$ cat src/rtl/arb_dispatch_pkg.sv
// Shared types and helpers for the arbiter grant dispatcher.
// Grant vectors handed to the helpers are zero-extended to 32 bits,
// so the dispatcher supports up to 32 requestors.
package arb_dispatch_pkg;

  typedef enum logic {
    ST_IDLE = 1'b0,
    ST_XFER = 1'b1
  } disp_state_t;

  localparam int GRANT_VEC_W = 32;

  // Index of the lowest set bit; 0 when the vector is empty.
  function automatic logic [4:0] onehot_to_idx(input logic [GRANT_VEC_W-1:0] vec);
    logic [4:0] idx;
    idx = '0;
    for (int i = GRANT_VEC_W - 1; i >= 0; i--) begin
      if (vec[i]) idx = 5'(i);
    end
    return idx;
  endfunction

  // True when more than one bit is set: clearing the lowest set bit leaves something.
  function automatic logic popcount_gt1(input logic [GRANT_VEC_W-1:0] vec);
    return |(vec & (vec - GRANT_VEC_W'(1)));
  endfunction

endpackage

$ cat src/rtl/arb_skid_buffer.sv
// Two-entry valid/ready register slice. vld_p0/data_p0 is the output
// register, vld_p1/data_p1 the skid slot that catches the beat accepted
// while the output is stalled. in_ready depends only on local state, so
// there is no combinational path from out_ready back to in_ready.
module arb_skid_buffer #(
  parameter int WIDTH = 8
) (
  input  logic             clk,
  input  logic             rst,
  input  logic             in_valid,
  output logic             in_ready,
  input  logic [WIDTH-1:0] in_data,
  output logic             out_valid,
  input  logic             out_ready,
  output logic [WIDTH-1:0] out_data
);

  logic             vld_p0;
  logic             vld_p1;
  logic [WIDTH-1:0] data_p0;
  logic [WIDTH-1:0] data_p1;
  logic             push;
  logic             load_p0;

  assign in_ready  = ~vld_p1;
  assign push      = in_valid & in_ready;
  assign load_p0   = ~vld_p0 | out_ready;
  assign out_valid = vld_p0;
  // Payload is forced to zero while empty so the port reads clean after reset.
  assign out_data  = vld_p0 ? data_p0 : '0;

  // Occupancy: the output slot refills from the skid slot first, else from the input.
  always_ff @(posedge clk or negedge rst) begin
    if (!rst) begin
      vld_p0 <= 1'b0;
      vld_p1 <= 1'b0;
    end else if (load_p0) begin
      vld_p0 <= vld_p1 | push;
      vld_p1 <= 1'b0;
    end else if (push) begin
      vld_p1 <= 1'b1;
    end
  end

  // Payload registers follow the occupancy moves; no reset needed on data.
  always_ff @(posedge clk) begin
    if (load_p0) begin
      data_p0 <= vld_p1 ? data_p1 : in_data;
    end else if (push) begin
      data_p1 <= in_data;
    end
  end

endmodule

$ cat src/rtl/arb_grant_dispatcher.sv
// Grant dispatcher: takes the arbiter's registered one-hot grant, locks
// ownership to one requestor for a packet, forwards that requestor's beats
// through a skid buffer and pulses done[owner] when the packet completes.
// Optional stall timeout: define ARB_DISPATCH_TIMEOUT_EN to add the
// timeout_err port and abandon a packet whose owner stalls too long.
module arb_grant_dispatcher
  import arb_dispatch_pkg::*;
#(
  parameter int NUM_REQUESTORS = 4,
  parameter int DATA_WIDTH     = 32,
  parameter int MAX_BURST      = 16,
  parameter int TIMEOUT_CYCLES = 64
) (
  input  logic                                 clk,
  input  logic                                 rst,
  input  logic [NUM_REQUESTORS-1:0]            grant,
  input  logic                                 grant_valid,
  input  logic [NUM_REQUESTORS-1:0]            src_valid,
  input  logic [NUM_REQUESTORS*DATA_WIDTH-1:0] src_data,
  input  logic [NUM_REQUESTORS-1:0]            src_last,
  output logic [NUM_REQUESTORS-1:0]            src_ready,
  output logic [NUM_REQUESTORS-1:0]            done,
  output logic                                 busy,
  output logic                                 out_valid,
  output logic [DATA_WIDTH-1:0]                out_data,
  output logic                                 out_last,
  output logic [$clog2(NUM_REQUESTORS)-1:0]    out_src,
  input  logic                                 out_ready,
  output logic                                 grant_err,
  output logic                                 burst_trunc
`ifdef ARB_DISPATCH_TIMEOUT_EN
  ,
  output logic                                 timeout_err
`endif
);

  localparam int IDX_W = $clog2(NUM_REQUESTORS);
  localparam int CNT_W = $clog2(MAX_BURST + 1);
  localparam int PAY_W = DATA_WIDTH + 1 + IDX_W;

  disp_state_t         state, state_nxt;
  logic [IDX_W-1:0]    owner, owner_nxt;
  logic [CNT_W-1:0]    beat_cnt, beat_cnt_nxt;
  logic [NUM_REQUESTORS-1:0] done_nxt;
  logic                accept;
  logic                last_eff;
  logic                skid_in_ready;
  logic [DATA_WIDTH-1:0] sel_data;
  logic [PAY_W-1:0]    skid_in_data;
  logic [PAY_W-1:0]    skid_out_data;

`ifdef ARB_DISPATCH_TIMEOUT_EN
  localparam int STALL_W = $clog2(TIMEOUT_CYCLES + 1);
  logic [STALL_W-1:0]  stall_cnt, stall_nxt;
  logic                tmo_nxt;
`endif

  assign sel_data     = src_data[int'(owner)*DATA_WIDTH +: DATA_WIDTH];
  assign skid_in_data = {sel_data, last_eff, owner};

  // Ownership FSM: IDLE latches the lowest granted requestor, XFER forwards its beats.
  always_comb begin
    state_nxt    = state;
    owner_nxt    = owner;
    beat_cnt_nxt = beat_cnt;
    done_nxt     = '0;
    src_ready    = '0;
    busy         = 1'b0;
    accept       = 1'b0;
    last_eff     = 1'b0;
    grant_err    = 1'b0;
    burst_trunc  = 1'b0;
`ifdef ARB_DISPATCH_TIMEOUT_EN
    stall_nxt    = '0;
    tmo_nxt      = 1'b0;
`endif
    case (state)
      ST_IDLE: begin
        beat_cnt_nxt = '0;
        if (grant_valid && |grant) begin
          owner_nxt = IDX_W'(onehot_to_idx(GRANT_VEC_W'(grant)));
          grant_err = popcount_gt1(GRANT_VEC_W'(grant));
          state_nxt = ST_XFER;
        end
      end
      ST_XFER: begin
        busy             = 1'b1;
        src_ready[owner] = skid_in_ready;
        accept           = src_valid[owner] & skid_in_ready;
        last_eff         = src_last[owner] | (beat_cnt == CNT_W'(MAX_BURST - 1));
        if (accept) begin
          beat_cnt_nxt = beat_cnt + CNT_W'(1);
          if (last_eff) begin
            state_nxt       = ST_IDLE;
            beat_cnt_nxt    = '0;
            done_nxt[owner] = 1'b1;
            burst_trunc     = ~src_last[owner];
          end
        end
`ifdef ARB_DISPATCH_TIMEOUT_EN
        // The exit decision is taken one cycle early so that done and
        // timeout_err land in the TIMEOUT_CYCLES-th consecutive stall cycle.
        if (!src_valid[owner]) begin
          if (stall_cnt == STALL_W'(TIMEOUT_CYCLES - 2)) begin
            state_nxt       = ST_IDLE;
            beat_cnt_nxt    = '0;
            done_nxt[owner] = 1'b1;
            tmo_nxt         = 1'b1;
          end else begin
            stall_nxt = stall_cnt + STALL_W'(1);
          end
        end
`endif
      end
      default: state_nxt = ST_IDLE;
    endcase
  end

  // Control registers: state, owner, beat count and the registered done pulse.
  always_ff @(posedge clk or negedge rst) begin
    if (!rst) begin
      state    <= ST_IDLE;
      owner    <= '0;
      beat_cnt <= '0;
      done     <= '0;
    end else begin
      state    <= state_nxt;
      owner    <= owner_nxt;
      beat_cnt <= beat_cnt_nxt;
      done     <= done_nxt;
    end
  end

`ifdef ARB_DISPATCH_TIMEOUT_EN
  // Stall counter and the timeout pulse that accompanies the abandon-done.
  always_ff @(posedge clk or negedge rst) begin
    if (!rst) begin
      stall_cnt   <= '0;
      timeout_err <= 1'b0;
    end else begin
      stall_cnt   <= stall_nxt;
      timeout_err <= tmo_nxt;
    end
  end
`endif

  arb_skid_buffer #(
    .WIDTH (PAY_W)
  ) u_skid (
    .clk       (clk),
    .rst       (rst),
    .in_valid  (accept),
    .in_ready  (skid_in_ready),
    .in_data   (skid_in_data),
    .out_valid (out_valid),
    .out_ready (out_ready),
    .out_data  (skid_out_data)
  );

  assign {out_data, out_last, out_src} = skid_out_data;

endmodule

$ cat config.mk
export PLATFORM = sky130hd
export DESIGN_NAME = arb_grant_dispatcher
export DESIGN_NICKNAME = d
export VERILOG_FILES = /design/src/rtl/arb_dispatch_pkg.sv /design/src/rtl/arb_skid_buffer.sv /design/src/rtl/arb_grant_dispatcher.sv
export SDC_FILE = /design/constraint.sdc
export NUM_CORES = 1
export LEC_CHECK = 0
export ABC_AREA = 1
export CAP_MARGIN = 30
export CORE_ASPECT_RATIO = 0.9
export CORE_MARGIN = 2
export CORE_UTILIZATION = 29
export DETAILED_ROUTE_END_ITERATION = 10
export DONT_BUFFER_PORTS = 1
export HOLD_SLACK_MARGIN = 0.1
export PLACE_DENSITY = 0.5
export SETUP_SLACK_MARGIN = 0.5
export SYNTH_ARGS = -nofsm -noshare
export SYNTH_HDL_FRONTEND = slang
export SYNTH_SLANG_ARGS = --single-unit
export TNS_END_PERCENT = 50
$ cat constraint.sdc
create_clock -name clk -period 3.5 [get_ports clk]
set_clock_uncertainty 0.15 [all_clocks]
set_input_delay 0.7 -clock clk [delete_from_list [all_inputs] [get_ports clk]]
set_output_delay 0.7 -clock clk [all_outputs]
set_load 0.1 [all_outputs]
==> results.cfg <==
[outcome]
status = complete, no violations

[logic_synthesis]
synth_simple_gate_area_share_pct = 30.58
synthMuxAreaShare_pct = 0
seq_area_frac_synth_pct = 51.81
synth_top_family_by_area = simple AND/OR/NAND/NOR gates
ys_types = 29
synth_xor_area_share_pct = 0.3701
synthTopCellsByCount = 232 x nand2_1, 70 x edfxtp_1, 46 x inv_1
postSynthCellCount = 511
synth.top_cell.area_share_pct = 44.41
ys_top_cells_by_area = edfxtp_1 44%, nand2_1 18%, a22oi_2 7.4%
synth-edff-count = 70
ys_seq_elements = 84
netlist_area_sq_um = 4733
async_flop_share_pct = 16.67
synth.most_common_cell = nand2_1
synth_nets = 657
synth_compound_area_share_pct = 8.776
ys_warn_count = 0
yosysTopAreaCell = edfxtp_1
ys.flop_type = edfxtp_1
synth_fa_ha_area_share_pct = 0.5287
avgSynthCellArea_sq_um = 9.263

[finish]
multi_input_area_sq_um = 1961
final_cell_area_sq_um = 5330
syn2layout_area_growth_pct = 12.61
drive_gt1_share_pct = 22.94
nNetsFinal = 664
seq_area_sq_um = 2459
fill_cells = 1663
utilization_pct = 33.16
antenna_cells = 0

[worst_hold_path]
hold_class = input pin to register

[setup_path]
path_delay_family = simple AND/OR/NAND/NOR gates
ff2ff_setup_slack_ps = 1030
critPathCaptureType = output pin
crit_type = register to output pin
slowest_stage = dfrtp_2
cp.required_ps = 2650
crit_buf_inv = 3
critical_path.max_fanout = 12
crit_top_cell = nand2_1
arrival_ps = 2020
cpPeakStageDelay_ps = 550
crit_chain = inv_2 > nand3_1 > nand2_1 > inv_1 > nand2_1 > nand2_1 > nor3_4 > buf_12
start_kind = register

[global_routing]
overflow = 0
grt_max_degree = 41
grt_pass1_wl_mm = 19.53
grtUsageTotal_pct = 14.65
grt_pass1_vias = 3570
antenna_found_initial = 0

[timing]
hold_slack_ps = 298.2
fin_crit_sh_pct = 81.95
rsz0062_at_grt = true
worst_pin_slew_ps = 885.3
slew_headroom_pct = 41.02
finalSetupViolCount = 0
setup-tns-final_ps = 0
report.final.slew_viol_count = 0
hold_viol_final = 0
period_needed_ps = 2868
max_freq_mhz = 348.6

[floorplan]
coreArea_sq_um = 16080
dieArea_sq_um = 17360
io-pin-count = 191
die_w_microns = 138.7
num_rows = 44
start_util_pct = 29.44
fp.dieH_microns = 125.2

[clocking]
cts_sinks = 84
cts_buffer_depth = 2
numCtsBuffers = 9
cts_tree = done
cts-root-buf = clkbuf_16
h-tree-depth = 3
clkLatencyLatePin_ps = 340
clk_pin_slew_ps = 60

[drt]
drc = 0
wl_met3_mm = 1.069
wl_met2_mm = 6.225
vias = 3461
wl_met1_mm = 5.137
top_layer_used = met4
drt_iter0_drc = 192
drtPass1Iterations = 5
totalWireLength_mm = 12.60
routedWlPerCell_microns = 17.26
ant_nets = 0
vias_per_cell = 4.741

[power_and_ir_drop]
irDropWorstVdd_uv = 467.3
p_per_area_nw_per_um2 = 1175
p_sw_share_pct = 56.09
p_sw_mw = 3.512
internal-power_mw = 2.749
seq_power_share_pct = 30.1
comb_power_share_pct = 56.0
p_leak_nw = 2.413
p_clk_share_pct = 13.9

[placed_design]
finalWeightedCongestion = 0.7649
portBuffers = 0
dp_hpwl_mm = 9.151
place_area_sq_um = 5045

[flow_run]
maxCapViolCount = 0
[stage by stage]
stage,instances,power [mW],setup slack [ps]
2_1_floorplan,511,4.950,463.3
3_3_place_gp,713,5.401,897.8
3_5_place_dp,713,5.469,819.5
4_1_cts,730,6.360,504.7
5_1_grt,730,6.662,500.1
6_report,730,6.261,631.7
[final cells by class]
class,instances,area share (%)
Clock buffer,10,4.296
Clock inverter,6,0.7512
Inverter,49,3.568
Multi-Input combinational cell,352,36.78
Sequential cell,84,46.13
Tap cell,207,4.859
Timing Repair Buffer,22,3.615
[worst paths after layout]
kind                                    start                 end  cells after the start
hold reg to reg            u_skid.data_p1[29]  u_skid.data_p0[29]                      2
setup reg to reg                     owner[0]  u_skid.data_p1[28]                      8
setup / recovery                     owner[0]         burst_trunc                      8
hold / removal                       grant[0]            owner[0]                      1
min in group asynchronous                 rst         beat_cnt[1]                      1
max in group asynchronous                 rst            owner[1]                      1
[worst register-to-register path: cells and delay by family (launching register included)]
kind | cells | cell delay, ps
and+or+nand+nor | 5 | 970
DFF | 1 | 550
buffers and inverters | 3 | 500
[cell families (layout without fill, tap and decap cells)]
family,count (synthesis),in the layout
adders and majority gates,2,2
AOI/OAI and AO/OA,39,39
and+or+nand+nor,309,309
buffers and inverters,75,87
DFF,84,84
xor gates and xnor gates,2,2
[state kept, by name (all words and copies together) (netlist names)]
signal            flops
u_skid.out_valid      1
u_skid.vld_p1         1
u_skid.data_p1       35
beat_cnt              5
done                  4
state                 1
u_skid.data_p0       35
owner                 2
[timing repair]
action                     4_1_cts  5_1_grt
gates resized for setup          1        2
setup buffers                    0        0
cloned                           0        0
hold endpoints to repair        14        0
setup endpoints to repair        1        2
hold buffers                     1        0
[placed cells by master (no fill, tap or decap), types with 9 or more instances in the layout]
cell type and n:
a22oi_2 28, clkbuf_16 9, nand3_1 16, edfxtp_1 70
dfrtp_1 9, nand3_2 29, nor2_1 11, nand2_1 231
buf_4 19, inv_1 45
[power groups by stage]
stage               Combinational (mW)  Sequential (mW)  Clock [mW]
floorplan                         3.11             1.84           0
global placement                  3.50             1.90           0
detailed placement                3.56             1.91           0
CTS                               3.57             1.89       0.900
global route                      3.79             1.93       0.938
finish                            3.51             1.89       0.868
[layer usage]
metal  up-vias  GRT usage (%)
met1      1613          17.37
met4         0          4.337
met3        11          5.362
met2       153          25.04
li1       1684              -
met5         -              0
(Power assumes the default switching activity.)
